===== config.mk =====
export PLATFORM = sky130hd
export DESIGN_NAME = bill_acceptor
export DESIGN_NICKNAME = d
export VERILOG_FILES = /design/src/rtl/bill_acceptor.sv
export SDC_FILE = /design/constraint.sdc
export NUM_CORES = 1
export LEC_CHECK = 0
export ABC_CLOCK_PERIOD_IN_PS = 6400
export CORE_UTILIZATION = 35
export CTS_CLUSTER_SIZE = 12
export DETAILED_ROUTE_END_ITERATION = 8
export RECOVER_POWER = 25
export SLEW_MARGIN = 0
export SYNTH_ARGS = -nofsm -noshare
export SYNTH_HDL_FRONTEND = slang
export SYNTH_SLANG_ARGS = --single-unit

===== constraint.sdc =====
create_clock -name clk -period 6.4 [get_ports clk]
set_input_delay 1.28 -clock clk [delete_from_list [all_inputs] [get_ports clk]]
set_output_delay 1.28 -clock clk [all_outputs]
set_load 0.02 [all_outputs]

===== src/rtl/bill_acceptor.sv =====
// Bill-slot front end: debounces the sensor, validates the denomination and
// emits one ten/twenty pulse per accepted bill while keeping a saturating total.
module bill_acceptor #(
    parameter int DEBOUNCE      = 4,
    parameter int REJECT_CYCLES = 8,
    parameter int CNT_W         = 16
) (
    input  logic             clk,
    input  logic             clear,
    input  logic             bill_in,
    input  logic [1:0]       bill_code,
    input  logic             dispense,
    input  logic             return_sig,
    output logic             ten,
    output logic             twenty,
    output logic             accept,
    output logic             reject,
    output logic [CNT_W-1:0] total
);

    // state    | meaning
    // IDLE     | slot empty, waiting for bill_in
    // SETTLE   | debouncing; cnt edges seen with a stable code
    // DECIDE   | one cycle; busy flags and code checked on exit
    // ACCEPT   | one cycle; accept plus ten/twenty pulse, total bumped on exit
    // REJECT   | eject solenoid held for REJECT_CYCLES cycles
    // DRAIN    | wait for the slot to empty so a bill is counted once
    typedef enum logic [2:0] {
        S_IDLE, S_SETTLE, S_DECIDE, S_ACCEPT, S_REJECT, S_DRAIN
    } state_t;

    localparam int DB_W = (DEBOUNCE < 2) ? 1 : $clog2(DEBOUNCE + 1);
    localparam int RJ_W = (REJECT_CYCLES < 2) ? 1 : $clog2(REJECT_CYCLES);
    localparam logic [DB_W-1:0] DB_LAST = DB_W'(DEBOUNCE);
    localparam logic [RJ_W-1:0] RJ_LAST = RJ_W'(REJECT_CYCLES - 1);

    state_t           r_state, w_state_nxt;
    logic [DB_W-1:0]  r_cnt, w_cnt_nxt, w_cnt_inc;
    logic [1:0]       r_code, w_code_nxt;
    logic [RJ_W-1:0]  r_rej_cnt, w_rej_nxt;
    logic [CNT_W-1:0] r_total, w_total_nxt;
    logic [CNT_W:0]   w_sum;
    logic             w_code_bad;

    assign w_cnt_inc  = r_cnt + DB_W'(1);
    assign w_code_bad = (r_code != 2'b01) && (r_code != 2'b10);
    // One extra bit catches the carry so the total can clamp at all-ones.
    assign w_sum      = {1'b0, r_total} +
                        ((r_code == 2'b10) ? (CNT_W+1)'(2) : (CNT_W+1)'(1));

    always_ff @(posedge clk or posedge clear) begin
        if (clear) begin
            r_state   <= S_IDLE;
            r_cnt     <= '0;
            r_code    <= 2'b00;
            r_rej_cnt <= '0;
            r_total   <= '0;
        end else begin
            r_state   <= w_state_nxt;
            r_cnt     <= w_cnt_nxt;
            r_code    <= w_code_nxt;
            r_rej_cnt <= w_rej_nxt;
            r_total   <= w_total_nxt;
        end
    end

    always_comb begin
        w_state_nxt = r_state;
        w_cnt_nxt   = r_cnt;
        w_code_nxt  = r_code;
        w_rej_nxt   = r_rej_cnt;
        w_total_nxt = r_total;
        case (r_state)
            S_IDLE: begin
                if (bill_in) begin
                    w_code_nxt  = bill_code;
                    w_cnt_nxt   = DB_W'(1);
                    w_state_nxt = (DEBOUNCE == 1) ? S_DECIDE : S_SETTLE;
                end
            end
            S_SETTLE: begin
                if (!bill_in) begin
                    w_cnt_nxt   = '0;
                    w_state_nxt = S_IDLE;
                end else if (bill_code != r_code) begin
                    w_code_nxt = bill_code;
                    w_cnt_nxt  = DB_W'(1);
                end else begin
                    w_cnt_nxt = w_cnt_inc;
                    if (w_cnt_inc == DB_LAST)
                        w_state_nxt = S_DECIDE;
                end
            end
            S_DECIDE: begin
                w_cnt_nxt = '0;
                w_rej_nxt = '0;
                if (dispense || return_sig || w_code_bad)
                    w_state_nxt = S_REJECT;
                else
                    w_state_nxt = S_ACCEPT;
            end
            S_ACCEPT: begin
                w_total_nxt = w_sum[CNT_W] ? {CNT_W{1'b1}} : w_sum[CNT_W-1:0];
                w_state_nxt = S_DRAIN;
            end
            S_REJECT: begin
                if (r_rej_cnt == RJ_LAST)
                    w_state_nxt = S_DRAIN;
                else
                    w_rej_nxt = r_rej_cnt + RJ_W'(1);
            end
            S_DRAIN: begin
                if (!bill_in)
                    w_state_nxt = S_IDLE;
            end
            default: w_state_nxt = S_IDLE;
        endcase
    end

    assign accept = (r_state == S_ACCEPT);
    assign ten    = (r_state == S_ACCEPT) && (r_code == 2'b01);
    assign twenty = (r_state == S_ACCEPT) && (r_code == 2'b10);
    assign reject = (r_state == S_REJECT);
    assign total  = r_total;

endmodule


==> metrics, run 1 <==
critical path arrival=2.00 ns; DRC Markers=0; Setup CP Type=reg2out; fmax=305 MHz; TritonCTS buffer count=3; first-pass GRT wire length=5970 um; vias after detailed routing=1328; die width=70.0 um; Post-synth EDFFs=0; syn_nets=186; gr usage total=15.0%; vias in the first global route=1272; starting DRC count in detailed routing=65; clk root buf=clkbuf_8; HPWL after detailed placement=2510 um; Mapped Area=0.00162 mm^2; final hold violation count=0; Slew Limit Fails=0; final setup violation count=0; hold buffer count at CTS=0; DR vias/cell=5.35; CTS H-tree lvls=1; Port Buf Inserts=26; layout cell share with drive strength beyond 1=4.59%; clock latency at the later pin of the worst-skew pair=0.27 ns; Slew headroom=29.3%; Crit Path Max Fanout=15; Pre-Repair DR Iteration Count=5; Crit path required time=5.12 ns; FF+latch count, synth=27; Lkg Pwr=0.914 nW; Post-Place Cell Area=0.00192 mm^2; power per cell area=355 mW/mm^2; Seq/Total Area, Yosys=41.7%; ANT cells=0; clock slew at reported path FFs=0.09 ns; R2R Setup Slk=3.93 ns; Post-CTS Setup Bufs=0; Starting Density=36.7%; Layout Nets=213; core area=0.00441 mm^2; Post-synth ARST share=100%; Die Area=0.00491 mm^2; Cells after Synth=170; placed cells=244; VDD IR max=206 uV; Non-Filler Instances=248; Worst setup SP type=flop; worst min path class=reg2reg; final instance area=0.00196 mm^2; Avg Cell Area, Syn=9.53 um^2; Max Cap Viol=0; critical path endpoint category=output pin; GP Congestion=0.782; FP Rows=24; Die H=70.0 um; Worst Setup Slack, final=3.12 ns; antenna-violating nets left=0; Worst Clk Skew=0.00326 ns; dpl ws=3.41 ns; Tightest Pin Transition=1.06 ns; area grow syn2layout=21.2%; grt ovf=0; post-CTS resize count=0; Final TNS setup=0 ns; worst-case clock buffer depth=2; RSZ-0062 raised after global routing=false; largest net degree at the start of global routing=28; I/O Pins=27; Syn. warnings=0; Wirelength per Cell=13.5 um; TritonCTS clock tree=yes; clk sinks=27; Final Cycle Share=51.2%; ys flop type=dfrtp_1; synth unique cells=45; initial antenna violation count=0; fin crit period=3.28 ns; status=complete, no violations; final WL=3360 um
-- kinds of logic after synthesis --
family	share of synthesized area (%)
flip-flops	41.7
AND/OR/NAND/NOR	25.6
adder cells (fa/ha/maj)	7.41
multiplexers	1.93
AO/OA/AOI/OAI	12.6
buffers and inverters	4.79
XOR/XNOR	5.95
-- path summary, 6_finish.rpt --
path / cells past startpoint / endpoint / from
max reg2reg: 10 / total[14] / r_code[0]
min: 1 / r_cnt[2] / r_cnt[2]
max in group asynchronous: 2 / total[7] / clear
min reg2reg: 1 / r_cnt[2] / r_cnt[2]
max: 4 / ten / r_state[1]
min in group asynchronous: 2 / total[14] / clear
-- per-layer routing --
metal	global-route usage (%)	up-vias	wire length [um]
met5	0	-	0
met4	3.33	0	21
met3	3.03	2	134
met2	25.9	36	1660
met1	19.4	630	1540
li1	-	660	-
-- cell usage after synthesis (2+ instances only) --
library cell | count | area [um^2]
nor3_1 | 4 | 20.0
o21ai_0 | 4 | 20.0
mux2i_1 | 2 | 20.0
o21ai_1 | 5 | 25.0
xnor2_1 | 6 | 52.6
o31ai_1 | 2 | 15.0
a22oi_1 | 2 | 15.0
nand3_1 | 9 | 45.0
a22o_1 | 2 | 17.5
inv_1 | 12 | 45.0
ha_1 | 8 | 100
nand4_1 | 3 | 18.8
nor2b_1 | 3 | 18.8
dfrtp_1 | 27 | 676
xor2_1 | 5 | 43.8
nand2_1 | 19 | 71.3
and3_1 | 4 | 25.0
a21oi_1 | 7 | 35.0
nand2b_1 | 3 | 18.8
a31oi_1 | 6 | 37.5
nor4_1 | 2 | 12.5
and4_1 | 3 | 26.3
nor2_1 | 10 | 37.5
-- cell type report --
| cell class | instances | area, um^2 |
|---|---|---|
| inverter | 13 | 50.0 |
| clock buffer | 3 | 41.3 |
| multi-input combinational | 126 | 867 |
| fill | 429 | 2450 |
| tap | 52 | 65.1 |
| sequential | 27 | 676 |
| timing repair buffer | 26 | 260 |
| clock inverter | 1 | 5.00 |
-- metrics by stage --
stage                     total power [mW]  hold WS [ns]  utilization, %
final                                0.697         0.501            44.5
after global routing                 0.759         0.525            44.5
after floorplan                      0.509         0.470               -
after CTS                            0.707         0.507            44.5
after global placement               0.588         0.483            43.5
after detailed placement             0.608         0.494            43.5
-- cells in the final DEF (no fill, tap or decap), types with 3 or more instances in the layout --
cell,n
inv_1,12
and4_1,3
clkbuf_8,3
o21ai_0,7
and3_1,4
nand3_1,9
nand2b_1,3
dfrtp_1,27
xnor2_1,6
xor2_1,5
ha_1,8
a31oi_1,6
clkdlybuf4s50_1,22
a21oi_1,7
dlygate4sd3_1,4
nor3_1,4
nor2_1,10
nand2_1,19
nand4_1,3
nor2b_1,3
-- worst max-delay path, stage by stage (launching register included) --
cell             delay [ns]
dfrtp_1                0.64
nand3b_4               0.20
clkinv_2               0.15
and2_1                 0.13
clkdlybuf4s50_1        0.60
-- state kept, by name (all words and copies together), names as in the netlist --
| name | count |
|---|---|
| r_cnt | 3 |
| r_code | 2 |
| r_rej_cnt | 3 |
| r_state | 3 |
| total | 16 |
-- report_power, final --
group / internal (mW) / total (mW) / switching, mW
clock network: 0.0436 / 0.0984 / 0.0548
registers: 0.214 / 0.283 / 0.0689
logic: 0.145 / 0.315 / 0.170
Note: power is estimated with default switching activity, not from simulation.
==> inputs of run 2 (changes only) <==
ABC_CLOCK_PERIOD_IN_PS = 3400   (was 6400)
clock period = 3.4 ns   (was 6.4 ns; I/O delays follow)
==> run 2 against run 1 <==
  * First-iteration DRC count rose by 100%
  * Largest cell class unchanged
  * Final cell count rose by 0.40%
  * Non-clock buffer count rose by 1
  * Sequential power rose by 89%
  * Core utilization rose by 0.14 points
  * Highest routed layer unchanged
  * Clock power rose by 96%
  * Worst setup slack got worse by 2.4 ns
  * Sequential cell count did not move
  * Critical path depth did not move
==> metrics, run 2 (same netlist as run 1, synthesis figures left out) <==
most frequent cells in the layout=dfrtp_1, clkdlybuf4s50_1, nand2_1; worst min path class=reg2reg; layout cell share with drive strength beyond 1=4.57% (-0.023 points); HPWL after detailed placement=2550 um (+1.5%); dpl ws=0.961 ns (-2.45 ns); status=complete, no violations; DR top layer=met4; Worst setup SP type=flop; initial antenna violation count=0 (unchanged); Non-Filler Instances=249 (+0.40%); vias in the first global route=1351 (+6.2%); critical path arrival=2.00 ns (about the same); Port Buf Inserts=26 (unchanged); fin util=44.6% (+0.14 points); Crit Path Max Fanout=15 (unchanged); critical path endpoint category=output pin; wl on met1=1520 um (-1.2%); number of flip-flops in the largest register=16 (unchanged); largest net degree at the start of global routing=28 (unchanged); core area=0.00441 mm^2 (unchanged); grt ovf=0 (unchanged); final WL=3450 um (+2.9%); hold slack=0.495 ns (-0.00559 ns); Crit path required time=2.72 ns (-2.40 ns); Wirelength per Cell=13.9 um (+2.5%); ANT cells=0 (unchanged); Layout Nets=214 (+0.47%); Worst Clk Skew=0.0167 ns (+0.0134 ns); final instance area=0.00197 mm^2 (+0.32%); final hold violation count=0 (unchanged); Pre-Repair DR Iteration Count=4 (-1); DR vias/cell=5.34 (-0.25%); CTS H-tree lvls=1 (unchanged); starting DRC count in detailed routing=131 (+100%); met3 WL=148 um (+10%); TritonCTS clock tree=yes; gr usage total=15.9% (+0.84 points); worst-case clock buffer depth=2 (unchanged); Lkg Pwr=0.910 nW (-0.34%); clock latency at the later pin of the worst-skew pair=0.28 ns (about the same); vias after detailed routing=1330 (+0.15%); clock slew at reported path FFs=0.09 ns (about the same); I/O Pins=27 (unchanged); critical path, cell by cell=nand3b_4, clkinv_2, and2_1, clkdlybuf4s50_1; Die Area=0.00491 mm^2 (unchanged); Setup CP Type=reg2out; Final TNS setup=0 ns (unchanged); post-CTS resize count=0 (unchanged); fillers=419 (-2.3%); RSZ-0062 raised after global routing=false; Post-Place Cell Area=0.00193 mm^2 (+0.39%); DRC Markers=0 (unchanged); hold buffer count at CTS=0 (unchanged); Post-CTS Setup Bufs=0 (unchanged); power per cell area=670 mW/mm^2 (+89%); placed cells=245 (+0.41%); antenna-violating nets left=0 (unchanged); Max stage delay on crit path=0.66 ns (+0.02 ns); TritonCTS buffer count=3 (unchanged); VDD IR max=362 uV (+76%); Slew Limit Fails=0 (unchanged); Slew headroom=1.72% (-28 points); Worst Setup Slack, final=0.716 ns (-2.41 ns); fmax=373 MHz; CP max-delay cell=dfrtp_1; total power=1.32 mW (+90%); final setup violation count=0 (unchanged); Tightest Pin Transition=1.47 ns (+0.414 ns); Final Cycle Share=78.9%; clk root buf=clkbuf_8; clk sinks=27 (unchanged); Max Cap Viol=0 (unchanged); Die H=70.0 um (unchanged); die width=70.0 um (unchanged); met2 WL=1760 um (+6.3%); area grow syn2layout=21.6%; first-pass GRT wire length=6240 um (+4.5%); fin crit period=2.68 ns; Starting Density=36.7% (unchanged); GP Congestion=0.824 (+5.3%); commonest non-fill, non-tap cell in the layout=dfrtp_1; FP Rows=24 (unchanged)
[run 2: cell types whose count changed in the layout (fill, tap and decap cells not counted), sizes merged]
| cell | previous run | this run |
|---|---|---|
| clkdlybuf4s50 | 22 | 25 |
| clkinv | 2 | 1 |
| dlygate4sd3 | 4 | 1 |
| clkinvlp | 0 | 1 |
| clkbuf | 3 | 4 |
[run 2: final timing paths]
path                            start           end  slack [ns]  cells past startpoint
max                        r_state[1]           ten        0.72                      4
max in group asynchronous       clear  r_rej_cnt[2]        1.20                      3
min                          r_cnt[2]      r_cnt[2]        0.50                      1
min in group asynchronous       clear      total[1]        1.33                      3
max reg2reg                 r_code[0]      total[2]        0.98                      9
min reg2reg                  r_cnt[2]      r_cnt[2]        0.50                      1
[run 2: critical path, delay by kind of cell, from the launching register on]
kind,cells,cell delay (ns)
buf+inv,2,0.74
flops,1,0.66
simple gates,2,0.33
[run 2: layout make-up]
cell class / count / area (um^2) / share of cell area [%]
Sequential cell: 27 / 676 / 34.3
Timing Repair Buffer: 27 / 264 / 13.4
Multi-Input combinational cell: 126 / 867 / 44.0
Clock buffer: 3 / 41.3 / 2.10
Inverter: 13 / 50.0 / 2.54
Tap cell: 52 / 65.1 / 3.30
Clock inverter: 1 / 7.51 / 0.381
[run 2: power breakdown]
group          total (mW)  switching [mW]  internal (mW)
Clock               0.193           0.109         0.0834
Combinational       0.593           0.319          0.275
Sequential          0.534           0.131          0.404
Total                1.32           0.559          0.762
[run 2: layer usage]
| layer | up-vias | track usage (%) |
|---|---|---|
| met5 | - | 0 |
| met4 | 0 | 3.78 |
| met3 | 2 | 3.90 |
| met2 | 29 | 27.7 |
| met1 | 642 | 19.6 |
| li1 | 657 | - |
